===== config.mk =====
export PLATFORM = sky130hd
export DESIGN_NAME = dma_burst_sched
export DESIGN_NICKNAME = d
export VERILOG_FILES = /design/src/rtl/dma_sched_pkg.sv /design/src/rtl/dma_burst_calc.sv /design/src/rtl/dma_burst_sched.sv
export SDC_FILE = /design/constraint.sdc
export NUM_CORES = 1
export LEC_CHECK = 0
export CAP_MARGIN = 5
export CORE_ASPECT_RATIO = 1.4
export CORE_UTILIZATION = 57
export CTS_CLUSTER_SIZE = 28
export DETAILED_ROUTE_END_ITERATION = 10
export DONT_BUFFER_PORTS = 1
export GPL_ROUTABILITY_DRIVEN = 0
export HOLD_SLACK_MARGIN = 0.05
export PLACE_DENSITY = 0.71
export SLEW_MARGIN = 20
export SYNTH_ARGS = -nofsm -noshare
export SYNTH_HDL_FRONTEND = slang
export SYNTH_SLANG_ARGS = --single-unit

===== constraint.sdc =====
create_clock -name ACLK -period 11.01 [get_ports ACLK]
set_input_delay 1.6515 -clock ACLK [delete_from_list [all_inputs] [get_ports ACLK]]
set_output_delay 1.6515 -clock ACLK [all_outputs]
set_load 0.01 [all_outputs]

===== src/rtl/dma_sched_pkg.sv =====
// Shared types and helpers for the DMA burst scheduler: FSM states, the 4 KB
// boundary size, the OKAY write response and the beats-to-boundary helper.
package dma_sched_pkg;

   typedef enum logic [2:0] {
      ST_IDLE,
      ST_CALC,
      ST_ISSUE,
      ST_DRAIN,
      ST_FINISH
   } state_t;

   localparam int BOUNDARY_BYTES = 4096;
   localparam logic [1:0] OKAY = 2'b00;

   // Beats left before the next 4 KB boundary, for a beat-aligned page offset.
   function automatic logic [12:0] beats_to_boundary(input logic [11:0] offset,
                                                     input int unsigned shift);
      logic [12:0] bytes_left;
      bytes_left = 13'(BOUNDARY_BYTES) - {1'b0, offset};
      return bytes_left >> shift;
   endfunction

endpackage


===== src/rtl/dma_burst_calc.sv =====
// Burst-size stage: registers n = min(MAX_BURST, beats left, room to the 4 KB
// boundary on the source side, room on the destination side).
module dma_burst_calc
   import dma_sched_pkg::*;
#(
   parameter int BEAT_BYTES = 8,
   parameter int MAX_BURST  = 16
) (
   input  logic        clk,
   input  logic        rst_n,
   input  logic        en,
   input  logic [11:0] src_off,
   input  logic [11:0] dest_off,
   input  logic [31:0] beats_rem,
   output logic [8:0]  n,
   output logic [7:0]  len
);

   localparam int unsigned SHIFT = $clog2(BEAT_BYTES);

   logic [12:0] src_room;
   logic [12:0] dest_room;
   logic [8:0]  n_next;

   always_comb begin
      src_room  = beats_to_boundary(src_off, SHIFT);
      dest_room = beats_to_boundary(dest_off, SHIFT);
      n_next    = 9'(MAX_BURST);
      if (beats_rem < 32'(n_next))
         n_next = beats_rem[8:0];
      if (src_room < 13'(n_next))
         n_next = src_room[8:0];
      if (dest_room < 13'(n_next))
         n_next = dest_room[8:0];
   end

   always_ff @(posedge clk or negedge rst_n) begin
      if (!rst_n) begin
         n   <= '0;
         len <= '0;
      end else if (en) begin
         n   <= n_next;
         len <= 8'(n_next - 9'd1);
      end
   end

endmodule


===== src/rtl/dma_burst_sched.sv =====
// DMA burst scheduler: splits one copy command into matched read/write bursts,
// bounded by MAX_BURST, 4 KB pages and MAX_OUTST outstanding writes.
// Optional macro DMA_ABORT_EN adds an ABORT input that stops issuing and drains.
module dma_burst_sched
   import dma_sched_pkg::*;
#(
   parameter int BEAT_BYTES = 8,
   parameter int MAX_BURST  = 16,
   parameter int MAX_OUTST  = 8
) (
   input  logic        ACLK,
   input  logic        ARESETN,
`ifdef DMA_ABORT_EN
   input  logic        ABORT,
`endif
   input  logic        CONFIG_VALID,
   output logic        CONFIG_READY,
   input  logic [31:0] CONFIG_CMD,
   input  logic [31:0] CONFIG_SRC,
   input  logic [31:0] CONFIG_DEST,
   input  logic [31:0] CONFIG_LEN,
   output logic        RD_REQ_VALID,
   input  logic        RD_REQ_READY,
   output logic [31:0] RD_REQ_ADDR,
   output logic [7:0]  RD_REQ_LEN,
   output logic        WR_REQ_VALID,
   input  logic        WR_REQ_READY,
   output logic [31:0] WR_REQ_ADDR,
   output logic [7:0]  WR_REQ_LEN,
   input  logic        WR_DONE,
   input  logic [1:0]  WR_RESP,
   output logic        STATUS_ERR
);

   localparam int unsigned SHIFT = $clog2(BEAT_BYTES);
   localparam int OW = $clog2(MAX_OUTST + 1);
   localparam logic [OW-1:0] OUTST_LIMIT = OW'(MAX_OUTST);

   state_t        state;
   logic [31:0]   src;
   logic [31:0]   dest;
   logic [31:0]   beats_rem;
   logic [OW-1:0] outst;
   logic [OW-1:0] outst_next;
   logic          rd_sent;
   logic          wr_sent;
   logic [8:0]    n;
   logic [31:0]   step;
   logic          rd_hs;
   logic          wr_hs;
   logic          done_ok;
   logic          stray_done;
   logic          bad_resp;
   logic          both_done;
   logic          abort_req;
   logic          unused_cmd_bits;

`ifdef DMA_ABORT_EN
   assign abort_req = ABORT;
`else
   assign abort_req = 1'b0;
`endif

   assign unused_cmd_bits = ^CONFIG_CMD[31:1];

   dma_burst_calc #(
      .BEAT_BYTES (BEAT_BYTES),
      .MAX_BURST  (MAX_BURST)
   ) u_calc (
      .clk       (ACLK),
      .rst_n     (ARESETN),
      .en        (state == ST_CALC),
      .src_off   (src[11:0]),
      .dest_off  (dest[11:0]),
      .beats_rem (beats_rem),
      .n         (n),
      .len       (RD_REQ_LEN)
   );

   assign WR_REQ_LEN = RD_REQ_LEN;

   // A handshake and a valid completion in the same cycle cancel out.
   always_comb begin
      rd_hs      = RD_REQ_VALID && RD_REQ_READY;
      wr_hs      = WR_REQ_VALID && WR_REQ_READY;
      done_ok    = WR_DONE && (outst != '0);
      stray_done = WR_DONE && (outst == '0);
      bad_resp   = WR_DONE && (WR_RESP != OKAY);
      both_done  = (rd_sent || rd_hs) && (wr_sent || wr_hs);
      step       = 32'(n) << SHIFT;
      outst_next = outst;
      if (wr_hs && !done_ok)
         outst_next = outst + OW'(1);
      else if (!wr_hs && done_ok)
         outst_next = outst - OW'(1);
   end

   always_ff @(posedge ACLK or negedge ARESETN) begin
      if (!ARESETN) begin
         state        <= ST_IDLE;
         CONFIG_READY <= 1'b1;
         RD_REQ_VALID <= 1'b0;
         WR_REQ_VALID <= 1'b0;
         RD_REQ_ADDR  <= '0;
         WR_REQ_ADDR  <= '0;
         src          <= '0;
         dest         <= '0;
         beats_rem    <= '0;
         outst        <= '0;
         rd_sent      <= 1'b0;
         wr_sent      <= 1'b0;
         STATUS_ERR   <= 1'b0;
      end else begin
         outst <= outst_next;
         if (rd_hs)
            RD_REQ_VALID <= 1'b0;
         if (wr_hs)
            WR_REQ_VALID <= 1'b0;

         case (state)
            ST_IDLE: begin
               if (CONFIG_VALID) begin
                  src          <= CONFIG_SRC & ~32'(BEAT_BYTES - 1);
                  dest         <= CONFIG_DEST & ~32'(BEAT_BYTES - 1);
                  beats_rem    <= CONFIG_LEN >> SHIFT;
                  STATUS_ERR   <= 1'b0;
                  CONFIG_READY <= 1'b0;
                  if (CONFIG_CMD[0] && ((CONFIG_LEN >> SHIFT) != 32'd0))
                     state <= ST_CALC;
                  else
                     state <= ST_FINISH;
               end
            end

            ST_CALC: begin
               if (abort_req) begin
                  STATUS_ERR <= 1'b1;
                  state      <= ST_DRAIN;
               end else begin
                  RD_REQ_ADDR  <= src;
                  WR_REQ_ADDR  <= dest;
                  RD_REQ_VALID <= 1'b1;
                  WR_REQ_VALID <= (outst_next < OUTST_LIMIT);
                  rd_sent      <= 1'b0;
                  wr_sent      <= 1'b0;
                  state        <= ST_ISSUE;
               end
            end

            // Channels handshake independently; the burst advances once both have.
            ST_ISSUE: begin
               if (abort_req) begin
                  RD_REQ_VALID <= 1'b0;
                  WR_REQ_VALID <= 1'b0;
                  STATUS_ERR   <= 1'b1;
                  state        <= ST_DRAIN;
               end else begin
                  if (rd_hs)
                     rd_sent <= 1'b1;
                  if (wr_hs)
                     wr_sent <= 1'b1;
                  if (!WR_REQ_VALID && !wr_sent && (outst_next < OUTST_LIMIT))
                     WR_REQ_VALID <= 1'b1;
                  if (both_done) begin
                     src       <= src + step;
                     dest      <= dest + step;
                     beats_rem <= beats_rem - 32'(n);
                     state     <= (beats_rem == 32'(n)) ? ST_DRAIN : ST_CALC;
                  end
               end
            end

            ST_DRAIN: begin
               if (outst == '0)
                  state <= ST_FINISH;
            end

            ST_FINISH: begin
               CONFIG_READY <= 1'b1;
               state        <= ST_IDLE;
            end

            default: begin
               CONFIG_READY <= 1'b1;
               state        <= ST_IDLE;
            end
         endcase

         if (stray_done || bad_resp)
            STATUS_ERR <= 1'b1;
      end
   end

endmodule


**After elaboration in Yosys (flattened, before gate mapping)**

Index checks and enable logic that the tools add are counted.

- Flip-flop bits (word level): 190
- Word-level logic and storage cells: 105

- Add/sub/neg operators: 8
- Magnitude comparators: 4
- Equal/unequal tests: 9
- Mux-type cells: 33
- Bitwise logic cells: 1
- Reductions and logical operators: 35

Operators with widths:

| cell | number |
|---|---|
| 32-bit two-way mux | 6 |
| 32-bit case mux with 2 select lines | 3 |
| 32-bit by 12-bit adder with 32-bit output | 2 |
| 32-bit by 9-bit == test with 1-bit output | 1 |
| 32-bit by 5-bit less-than comparator with 1-bit output (second input constant) | 1 |
| 32-bit nonzero test | 1 |
| 32-bit by 9-bit subtractor with 32-bit output | 1 |
| 9-bit two-way mux | 3 |
| 13-bit by 12-bit subtractor with 13-bit output (first input constant) | 2 |
| 10-bit by 9-bit less-than comparator with 1-bit output | 2 |
| 3-bit two-way mux | 4 |
| 3-bit case mux with 4 select lines | 1 |
| 2-bit nonzero test | 6 |
| 1-bit logical AND | 11 |
| 2-bit != test (second input constant) | 5 |
| 1-bit two-way mux | 9 |
| 4-bit two-way mux | 2 |
| 1-bit case mux with 2 select lines | 4 |
| 2-bit AND reduction | 4 |
| 8-bit by 1-bit subtractor with 8-bit output (second input constant) | 1 |
| 3-bit by 2-bit == test with 1-bit output (second input constant) | 2 |
| 3-bit AND reduction | 2 |
| 4-bit by 1-bit adder with 4-bit output (second input constant) | 1 |
| 1-bit zero test | 4 |
| 10 further kinds | 12 |

**Logic depth before layout (Yosys ltp)**

Gate-level depths: netlist of run 1.

- Word-level depth: 9
- Mapped depth: 29

**Modules after synthesis**

A second synthesis of run 1 with hierarchy kept.

- Cells, all modules: 1383
- Area total of the unflattened synthesis: 11459.7 um2

Modules (own cells, without submodules):

| module | instances | cells each | area an instance (um2) |
|---|---|---|---|
| dma_burst_sched | 1 | 1125 | 9382.7 |
| dma_burst_calc | 1 | 258 | 2077.0 |

**Least setup slack after synthesis of run 1**

Ideal clock, no wire load.

- Kind: reg2reg
- Start point: reg src[8]
- End point: reg u_calc.len[6]
- Setup time: 0.077 ns
- Arrival: 5.838 ns
- Path slack: 5.095 ns
- Cell stages (with the launch flop): 28
- Period minus slack after synthesis: 5.915 ns
- Cell sequence: dfrtp_1 nor4_1 nand2_1 or3_1 xor2_1 ha_1 and3_1 clkbuf_1 and2_1 a41o_1 a311oi_1 buf_2 and3_1 inv_1 ha_1 a21oi_1 nor2b_1 a311oi_1 nor3b_1 a31oi_1 a21oi_4 buf_6 mux2i_1 ha_1 and2_1 mux2i_1 o221a_1 o21ai_1

- Word-level cells in the longest chain between the ends: 6

RTL lines:

| item | line | RTL |
|---|---|---|
| from (decl) | dma_burst_sched.sv:40 | `logic [31:0] src;` |
| from (signal assigned) | dma_burst_sched.sv:123 | `src <= CONFIG_SRC & ~32'(BEAT_BYTES - 1);` |
| from (signal assigned) | dma_burst_sched.sv:165 | `src <= src + step;` |
| 13-bit by 12-bit subtractor with 13-bit output (*) | dma_sched_pkg.sv:20 | `bytes_left = 13'(BOUNDARY_BYTES) - {1'b0, offset};` |
| 10-bit by 9-bit less-than comparator with 1-bit output | dma_burst_calc.sv:31 | `if (src_room < 13'(n_next))` |
| 9-bit two-way mux (*) | dma_burst_calc.sv:31 |  |
| 10-bit by 9-bit less-than comparator with 1-bit output | dma_burst_calc.sv:33 | `if (dest_room < 13'(n_next))` |
| 9-bit two-way mux (*) | dma_burst_calc.sv:33 |  |
| 8-bit by 1-bit subtractor with 8-bit output (*) | dma_burst_calc.sv:43 | `len <= 8'(n_next - 9'd1);` |
| to (signal assigned) | dma_burst_calc.sv:43 |  |
| to (decl) | dma_burst_calc.sv:16 | `output logic [7:0] len` |

Mark *: on every way between the ends. The rest lies on a longest branch, timed or not.
A chain may end at the register's enable or synchronous reset.

**Worst setup path in the final report of run 1**

- Start point: reg beats_rem[25]
- End point: reg u_calc.len[6]

- Word-level cells in the longest chain between the ends: 7

RTL lines:

| item | line | RTL |
|---|---|---|
| from (decl) | dma_burst_sched.sv:42 | `logic [31:0] beats_rem;` |
| from (signal assigned) | dma_burst_sched.sv:125 | `beats_rem <= CONFIG_LEN >> SHIFT;` |
| from (signal assigned) | dma_burst_sched.sv:167 | `beats_rem <= beats_rem - 32'(n);` |
| 32-bit by 5-bit less-than comparator with 1-bit output (*) | dma_burst_calc.sv:29 | `if (beats_rem < 32'(n_next))` |
| 9-bit two-way mux (*) | dma_burst_calc.sv:29 |  |
| 10-bit by 9-bit less-than comparator with 1-bit output | dma_burst_calc.sv:31 |  |
| 9-bit two-way mux (*) | dma_burst_calc.sv:31 |  |
| 10-bit by 9-bit less-than comparator with 1-bit output | dma_burst_calc.sv:33 |  |
| 9-bit two-way mux (*) | dma_burst_calc.sv:33 |  |
| 8-bit by 1-bit subtractor with 8-bit output (*) | dma_burst_calc.sv:43 |  |

Marked as above.

==> summary.txt, run 1 <==
Run status
  – Status: finished clean

Detailed routing
  – DR vias/cell: 6.315
  – Starting DRT DRC Count: 686
  – Via count: 9852
  – Drc violations: 0
  – DRT Pass-1 Iters: 5
  – DRT antenna net count: 0
  – WL/cell: 19.36 um
  – Detailed Route WL: 30210 um

Global route
  – First-pass GRT wire length: 49180 um
  – Pin count of the biggest net entering global routing: 179
  – Total GRT Usage: 0.3060
  – Initial antenna violation count: 2
  – Busiest grt layer: met2
  – Vias in the first global route: 9692
  – Met3 GRT Util: 0.06403
  – Total grt overflow: 0
  – Met1 usage: 0.3886
  – GRT met2 Usage: 0.4920

Clock tree
  – Post-CTS setup buffer count: 0
  – Htree depth: 4
  – Root Driver: clkbuf_16
  – Total CTS buffers: 17
  – CTS sink count: 178
  – Reg clk slew, reported paths: 0.08 ns
  – Post-cts sizing count: 0
  – Number of hold buffers added after CTS: 0
  – Clk_lat worst skew: 0.44 ns
  – CTS tree: yes
  – Largest buffer count on any clock path: 2

Synthesis
  – Average size of a mapped cell: 8.272 um^2
  – Count of cell types in the netlist: 84
  – Post-Synth XOR/XNOR Area: 0.02119
  – Yosys reg bits: 178
  – Post-Syn Area: 0.01116 mm^2
  – Largest area contributor in the synthesized netlist: dfrtp_1
  – Cell count after synthesis: 1349
  – EDFF count, synth: 0
  – Commonest cells in the netlist: nand2_1, dfrtp_1, nor2_1, o21ai_0, clkbuf_1
  – Most common cell in the netlist: nand2_1
  – Post-synthesis sequential area ratio: 0.3993
  – Largest family of logic cells by synthesized area: simple AND/OR/NAND/NOR gates
  – Top cell type's share of synthesized area: 0.3969
  – Mux cell area share after synthesis: 0.01245
  – Synth Area in Adders: 0.06256
  – Post-synth ARST share: 1.000
  – Largest cells by area after synthesis: dfrtp_1, nand2_1, ha_1, o21ai_0, nor2_1
  – Compound-Gate Fraction of Synth Area: 0.2072
  – Post-Synth Simple-Gate Area: 0.2446
  – Yosys warns: 0
  – Main synth FF type: dfrtp_1

Floorplan
  – Top Ports: 220
  – Die area: 0.02015 mm^2
  – Die Span Y: 167.6 um
  – Die Width: 120.3 um
  – Core Area: 0.01922 mm^2
  – Initial core utilization: 0.5807
  – FP Rows: 60

Setup path
  – Max stage delay on crit path: 0.55 ns
  – Crit path top cell by count: ha_1
  – Critical path fanouts, max: 18
  – Critical path data required time: 11.28 ns
  – Crit-path slowest cell: nor4_2
  – Crit path kind: reg -> reg
  – CP Capture Type: flip-flop
  – Worst path cell trace: nor4_2 > nand4_2 > nor2_2 > nand2_1 > ha_1 > a21o_1 > a41o_1 > a311oi_1 > buf_4 > and3_1 > inv_1 > ha_1 > a21oi_1 > nor2b_1 > a311oi_1 > nor3b_1 > a31oi_1 > a21oi_4 > mux2_2 > ha_1 > and4_1 > o21ai_0 > o221a_1 > o21ai_1
  – Worst setup SP type: flip-flop
  – Data arrival time of the critical path: 6.92 ns

Timing
  – Worst-Margin Slew: 1.091 ns
  – Min Clock Period, post-route: 6.644 ns
  – Setup TNS: 0 ns
  – Final Setup Violations: 0
  – Unrepaired setup endpoints after global routing: false
  – Max-slew headroom: 0.2728
  – Worst clock skew: 0.01633 ns
  – Fin. Hold Viols: 0
  – Final Cycle Share: 0.6034
  – Final Max Slew Viols: 0
  – FMAX: 0.1505 GHz

Layout
  – Share of cells above drive strength 1: 0.05573
  – Area delta synth->final: 5.584%
  – Fill cell count: 1722
  – Final net count: 1487
  – Fin util: 0.6131

Job
  – Max-Cap Viols: 0

Power and ir drop
  – Pwr per Cell Area: 384.9 mW/mm^2
  – Worst vdd ir: 241.9 uV
  – Leak pwr: 5.016 nW

Place
  – HPWL Detailed: 20550 um
  – Number of port buffers: 0

Min path
  – Hold crit path type: reg -> reg
[per-layer routing]
metal / vias up / routed length (um)
met3: 81 / 1891
met4: 2 / 1326
met5: - / 13
met1: 4711 / 12680
met2: 323 / 14300
li1: 4735 / -
[power breakdown]
group	internal (mW)	total, mW	switching [mW]
Clock	0.307	0.604	0.297
Sequential	0.988	1.43	0.443
Combinational	0.959	2.50	1.54
[flip-flops by register name (all words and copies together), names as in the netlist]
signal and count:
CONFIG_READY 1, RD_REQ_ADDR 29, RD_REQ_VALID 1, STATUS_ERR 1, WR_REQ_ADDR 29, WR_REQ_VALID 1
beats_rem 32, dest 29, outst 4, rd_sent 1, src 29, state 3
u_calc.len 8, u_calc.n 9, wr_sent 1
[worst max-delay path, delay by kind of cell (launching register included)]
kind                     cells  cell delay [ns]
multiplexers                 1             0.42
adder cells (fa/ha/maj)      3             0.87
AO/OA/AOI/OAI               10             2.37
AND/OR/NAND/NOR              8             2.10
buffers and inverters        2             0.29
flip-flops                   1             0.42
[area by class of cell]
cell class	instances	area, um^2	share of cell area
clock inverter	14	133.9	0.01136
multi-input combinational	1041	6182	0.5247
sequential	178	4457	0.3783
clock buffer	18	439.2	0.03727
timing repair buffer	9	67.56	0.005734
tap	248	310.3	0.02634
antenna	2	5.005	0.0004248
inverter	50	187.7	0.01593
[path summary, 6_finish.rpt]
check                                     startpoint                           to  slack, ns  cells past startpoint
max                        beats_rem[25]$_DFFE_PN0P_    u_calc.len[6]$_DFFE_PN0P_       4.37                     24
min                             dest[20]$_DFFE_PN0P_  WR_REQ_ADDR[20]$_DFFE_PN0P_       0.49                      2
max reg2reg                beats_rem[25]$_DFFE_PN0P_    u_calc.len[6]$_DFFE_PN0P_       4.37                     24
min reg2reg                     dest[20]$_DFFE_PN0P_  WR_REQ_ADDR[20]$_DFFE_PN0P_       0.49                      2
max in group asynchronous                    ARESETN     CONFIG_READY$_DFFE_PN1P_       9.78                      0
min in group asynchronous                    ARESETN    u_calc.len[5]$_DFFE_PN0P_       0.91                      0
[cells by family (layout without fill, tap and decap cells)]
family | after synthesis | after routing
simple gates | 582 | 582
compound gates | 355 | 355
flops | 178 | 178
buf+inv | 138 | 91
fa+ha+maj | 54 | 54
xor+xnor | 27 | 27
mux | 13 | 13
other cells | 2 | 12
[metrics by stage]
step           setup slack (ns)  total power [mW]  cell area [um^2]  std cells  hold WS (ns)
3_3_place_gp              4.611             3.839             11200       1526        0.4773
5_1_grt                   3.842             4.941             11780       1558        0.5190
6_report                  4.366             4.535             11780       1560        0.4924
3_5_place_dp              4.487             3.917             11200       1526        0.4810
2_1_floorplan             5.096             3.321             11190       1357        0.4532
4_1_cts                   4.409             4.534             11780       1558        0.4991
[cells in the final DEF, fill, tap and decap left out, types with 17 or more instances in the layout]
master / netlist / final
a211oi_1: 24 / 24
a21oi_1: 56 / 56
a31oi_1: 21 / 21
clkbuf_16: 0 / 17
dfrtp_1: 177 / 176
ha_1: 51 / 51
inv_1: 50 / 50
nand2_1: 264 / 262
nand3_1: 34 / 34
nand4_1: 19 / 19
nor2_1: 103 / 103
nor3_1: 49 / 49
nor4_1: 26 / 25
o21ai_0: 103 / 103
o22ai_1: 28 / 28
xnor2_1: 17 / 17
Power figures use the tool's default switching activity.
==> run 2, diff against run 1 <==
--- a/config.mk
+++ b/config.mk
@@ -13,7 +13,7 @@
 export DONT_BUFFER_PORTS = 1
 export GPL_ROUTABILITY_DRIVEN = 0
 export HOLD_SLACK_MARGIN = 0.05
-export PLACE_DENSITY = 0.71
+export PLACE_DENSITY = 0.74
 export SLEW_MARGIN = 20
 export SYNTH_ARGS = -nofsm -noshare
 export SYNTH_HDL_FRONTEND = slang
==> constraint.sdc (replaced) <==
create_clock -name ACLK -period 5.69 [get_ports ACLK]
set_input_delay 0.8535 -clock ACLK [delete_from_list [all_inputs] [get_ports ACLK]]
set_output_delay 0.8535 -clock ACLK [all_outputs]
set_load 0.01 [all_outputs]
==> summary.txt, run 2 (synthesis results as in run 1) <==
Setup path
  – Critical path fanouts, max: 6
  – Max stage delay on crit path: 0.41 ns
  – Worst setup SP type: flip-flop
  – Data arrival time of the critical path: 5.78 ns
  – Crit-path slowest cell: dfrtp_1
  – Buf/Inv on CP: 1
  – Critical path data required time: 5.98 ns
  – CP Capture Type: flip-flop
  – Crit path kind: reg -> reg
  – Crit-path leading delay family: simple AND/OR/NAND/NOR gates
  – Worst path cell trace: nor4_4 > nand2_1 > or3_4 > xor2_2 > ha_1 > and3_2 > and2_1 > a41o_1 > a311oi_4 > and3_4 > inv_1 > ha_1 > nand3_1 > a31oi_2 > nand4_1 > a211o_1 > a31oi_2 > a21oi_4 > mux2_2 > ha_2 > and2_1 > mux2i_1 > o221a_1 > o21ai_1

Min path
  – Hold crit path type: in -> async

Timing
  – Final Setup Violations: 0
  – Min Clock Period, post-route: 5.498 ns
  – Final Max Slew Viols: 0
  – Fin. Hold Viols: 0
  – WHS: 0.1050 ns
  – Final worst slack: 0.1919 ns
  – Final Cycle Share: 0.9663
  – Worst clock skew: 0.01361 ns
  – FMAX: 0.1819 GHz
  – Worst-Margin Slew: 1.077 ns
  – Max-slew headroom: 0.2820

Layout
  – Max FFs per register: 32
  – Area delta synth->final: 7.871%
  – Final net count: 1505
  – Multi-input logic area: 0.006276 mm^2
  – Cell area after layout: 0.01204 mm^2
  – Most flops, register: beats_rem
  – Commonest non-fill, non-tap cell in the layout: nand2_1
  – Commonest cells after routing, fill and taps aside: nand2_1, dfrtp_1, nor2_1
  – Register Area: 0.004458 mm^2
  – Fill cell count: 1697
  – Share of cells above drive strength 1: 0.07982

Floorplan
  – Initial core utilization: 0.5807
  – Die Width: 120.3 um
  – Core Area: 0.01922 mm^2
  – Top Ports: 220
  – Die area: 0.02015 mm^2
  – Die Span Y: 167.6 um
  – FP Rows: 60

Global route
  – Vias in the first global route: 9890
  – Total GRT Usage: 0.3181
  – Total grt overflow: 0
  – Pin count of the biggest net entering global routing: 179
  – Initial antenna violation count: 2
  – First-pass GRT wire length: 50620 um

Clock tree
  – Root Driver: clkbuf_16
  – Total CTS buffers: 17
  – Number of hold buffers added after CTS: 0
  – CTS tree: yes
  – Htree depth: 4
  – Reg clk slew, reported paths: 0.08 ns
  – Largest buffer count on any clock path: 2
  – CTS sink count: 178
  – Clk_lat worst skew: 0.45 ns

Detailed routing
  – Via count: 10.01k
  – Detailed Route WL: 31400 um
  – DRT Pass-1 Iters: 6
  – WL/cell: 19.90 um
  – DRT antenna net count: 0
  – Drc violations: 0
  – Starting DRT DRC Count: 859
  – DR vias/cell: 6.345

Place
  – Number of port buffers: 0
  – Area of placed instances: 0.01134 mm^2
  – Setup slack at placement: 0.01016 ns
  – HPWL Detailed: 21730 um

Power and ir drop
  – Total Power: 9.106 mW
  – Leak pwr: 5.125 nW
  – Worst vdd ir: 394.2 uV
  – Pwr per Cell Area: 756.4 mW/mm^2

Job
  – Max-Cap Viols: 0

Run status
  – Status: finished clean
run 2: changes by cell type in the layout (fill, tap and decap cells not counted), moves of 2 or more:
cell      before  now
buf_4          9   27
clkinv_8       1    3
and3_4         0    2
and3_1        13   10
inv_8          4    6
a311oi_1      16   14
a31oi_2        0    3
inv_6          5    2
a31oi_1       21   18
run 2: final timing paths:
kind | startpoint | to | slack (ns) | cells past startpoint
worst max-delay path | src[5]$_DFFE_PN0P_ | u_calc.len[6]$_DFFE_PN0P_ | 0.19 | 24
worst min-delay path | ARESETN | RD_REQ_ADDR[4]$_DFFE_PN0P_ | 0.11 | 0
worst max register to register | src[5]$_DFFE_PN0P_ | u_calc.len[6]$_DFFE_PN0P_ | 0.19 | 24
worst min register to register | rd_sent$_DFFE_PN0P_ | rd_sent$_DFFE_PN0P_ | 0.50 | 1
max in group asynchronous | ARESETN | CONFIG_READY$_DFFE_PN1P_ | 5.37 | 0
min in group ACLK | rd_sent$_DFFE_PN0P_ | rd_sent$_DFFE_PN0P_ | 0.50 | 1
run 2: what timing repair did:
action,in CTS,in global routing
gates cloned,0,0
setup endpoints to repair,1,5
resized for setup,1,14
setup buffers,0,2
pin swaps,0,6
run 2: area by class of cell:
type | instances | area share
sequential | 178 | 0.3703
multi-input combinational | 1041 | 0.5214
clock buffer | 18 | 0.03648
tap | 248 | 0.02578
clock inverter | 14 | 0.01320
inverter | 50 | 0.01559
timing repair buffer | 27 | 0.01684
antenna | 2 | 0.0004158
run 2: worst reg2reg max path: cells and delay by family (launching register included):
family	cells	cell delay, ns
simple gates	9	1.90
compound gates	8	1.62
fa+ha+maj	3	0.74
mux	2	0.44
flops	1	0.41
xor+xnor	1	0.17
buf+inv	1	0.07
run 2: per-layer routing:
metal / share of wire / GRT usage / vias up
li1: - / - / 4759
met2: 0.49 / 0.5352 / 361
met1: 0.41 / 0.4005 / 4820
met4: 0.034 / 0.1326 / 0
met5: 0 / 0 / -
met3: 0.059 / 0.05654 / 72
run 2: metrics by stage:
stage,instances,util,TNS [ns]
global placement,1542,0.5902,0
floorplan,1357,-,0
detailed placement,1542,0.5902,0
CTS,1574,0.6214,0
finish,1578,0.6264,0
global route,1577,0.6262,-0.007060
run 2: where the power goes:
group,internal [mW],switching [mW]
Sequential,1.91,0.846
Combinational,2.01,3.14
Clock,0.604,0.590
Total,4.53,4.58
==> run 3, diff against run 2 <==
==> constraint.sdc (replaced) <==
create_clock -name ACLK -period 5.69 [get_ports ACLK]
set_input_delay 1.138 -clock ACLK [delete_from_list [all_inputs] [get_ports ACLK]]
set_output_delay 1.138 -clock ACLK [all_outputs]
set_load 0.01 [all_outputs]
==> summary.txt, run 3 (synthesis results as in run 1) <==
Timing
  – FMAX: 0.1817 GHz
  – Worst clock skew: 0.01718 ns
  – Final Cycle Share: 0.9672
  – Fin. Hold Viols: 0
  – Final Setup Violations: 0
  – Final worst slack: 0.1868 ns
  – WHS: 0.3941 ns
  – Setup TNS: 0 ns
  – Max-slew headroom: 0.2252
  – Final Max Slew Viols: 0
  – Min Clock Period, post-route: 5.503 ns
  – Worst-Margin Slew: 1.159 ns

Floorplan
  – Top Ports: 220
  – Core Area: 0.01922 mm^2
  – Initial core utilization: 0.5807
  – FP Rows: 60
  – Die area: 0.02015 mm^2
  – Die Width: 120.3 um
  – Die Span Y: 167.6 um

Layout
  – Most flops, register: beats_rem
  – Final Non-Filler Cells: 1583
  – Commonest cells after routing, fill and taps aside: nand2_1, dfrtp_1, nor2_1
  – Commonest non-fill, non-tap cell in the layout: nand2_1
  – Fill cell count: 1684
  – Fin util: 0.6275
  – Share of cells above drive strength 1: 0.08027
  – Area delta synth->final: 8.073%
  – Cell area after layout: 0.01206 mm^2
  – Final net count: 1510
  – Max FFs per register: 32

Setup path
  – Critical path data required time: 5.99 ns
  – Reg-to-Reg Start: src[5]$_DFFE_PN0P_
  – Reg2reg setup slack: 0.19 ns
  – CP Launch Point: src[5]$_DFFE_PN0P_
  – Crit-path slowest cell: dfrtp_1
  – CP Depth: 25
  – Crit path kind: reg -> reg
  – Data arrival time of the critical path: 5.80 ns
  – Max stage delay on crit path: 0.44 ns
  – Critical path fanouts, max: 6
  – Reg2reg end: u_calc.len[6]$_DFFE_PN0P_
  – Crit-path leading delay family: simple AND/OR/NAND/NOR gates
  – Buf/Inv on CP: 2
  – CP Capture Type: flip-flop
  – Worst setup SP type: flip-flop
  – R2R cell count: 25

Global route
  – Pin count of the biggest net entering global routing: 179
  – Initial antenna violation count: 3
  – Vias in the first global route: 9759
  – Total GRT Usage: 0.3133
  – Total grt overflow: 0
  – First-pass GRT wire length: 49800 um

Power and ir drop
  – Psw: 4.557 mW
  – Worst vdd ir: 351.3 uV
  – Switching share of power: 0.4990
  – Internal: 4.576 mW
  – Share of total power in sequential cells: 0.300
  – Power share of the combinational group: 0.569
  – Pwr per Cell Area: 757.3 mW/mm^2
  – Leak pwr: 5.143 nW
  – Clock power frac: 0.131
  – Total Power: 9.134 mW

Clock tree
  – Htree depth: 4
  – Largest buffer count on any clock path: 2
  – Clk_lat worst skew: 0.45 ns
  – CTS tree: yes
  – Total CTS buffers: 17
  – Reg clk slew, reported paths: 0.07 ns
  – CTS sink count: 178
  – Root Driver: clkbuf_16
  – Number of hold buffers added after CTS: 0

Detailed routing
  – WL/cell: 19.72 um
  – Via count: 10.08k
  – Starting DRT DRC Count: 748
  – DRT antenna net count: 0
  – DR vias/cell: 6.368
  – DRT Pass-1 Iters: 5
  – Drc violations: 0
  – Detailed Route WL: 31220 um

Min path
  – Hold crit path type: in -> async

Place
  – Post-placement cell count: 1547
  – Setup slack at placement: 0.09438 ns
  – HPWL Detailed: 21590 um
  – Number of port buffers: 0
  – Area of placed instances: 0.01138 mm^2

Run status
  – Status: finished clean

Job
  – Max-Cap Viols: 0
[run 3: layout make-up]
type	count	area, um^2	area share
Antenna cell	2	5.005	0.0004150
Clock buffer	18	439.2	0.03641
Clock inverter	14	160.2	0.01328
Inverter	50	187.7	0.01556
Multi-Input combinational cell	1041	6261	0.5191
Sequential cell	178	4457	0.3695
Tap cell	248	310.3	0.02573
Timing Repair Buffer	32	240.2	0.01992
[run 3: worst max path at each step]
stage                                           end  slack, ns
after floorplan           u_calc.len[6]$_DFFE_PN0P_      0.003
after global placement    u_calc.len[6]$_DFFE_PN0P_       0.21
after detailed placement  u_calc.len[6]$_DFFE_PN0P_       0.09
after CTS                 u_calc.len[6]$_DFFE_PN0P_       0.09
after global routing      u_calc.len[6]$_DFFE_PN0P_      -0.07
final                     u_calc.len[6]$_DFFE_PN0P_       0.19
[run 3: worst register-to-register path, delay by kind of cell, from the launching register on]
kind	cells	cell delay (ns)
AO/OA/AOI/OAI	8	1.62
XOR/XNOR	1	0.17
adder cells (fa/ha/maj)	3	0.76
buffers and inverters	2	0.21
flip-flops	1	0.44
multiplexers	2	0.29
AND/OR/NAND/NOR	9	1.88
[run 3: layer usage]
layer	wire, um	global-route usage	up-vias
met2	15340	0.5185	385
li1	-	-	4768
met5	9	0	-
met1	12730	0.3916	4846
met3	1960	0.06335	80
met4	1186	0.1433	2
[run 3: power groups by stage]
stage | combinational, mW | clock, mW | sequential [mW]
floorplan | 3.96 | 0 | 2.50
global placement | 4.91 | 0 | 2.72
detailed placement | 5.05 | 0 | 2.74
CTS | 5.07 | 1.21 | 2.72
global route | 5.77 | 1.26 | 2.83
finish | 5.20 | 1.19 | 2.74
[run 3: what timing repair did]
action	4_1_cts	5_1_grt
hold endpoints to repair	0	0
resized for setup	0	11
buffers inserted	0	2
setup endpoints to repair	0	11
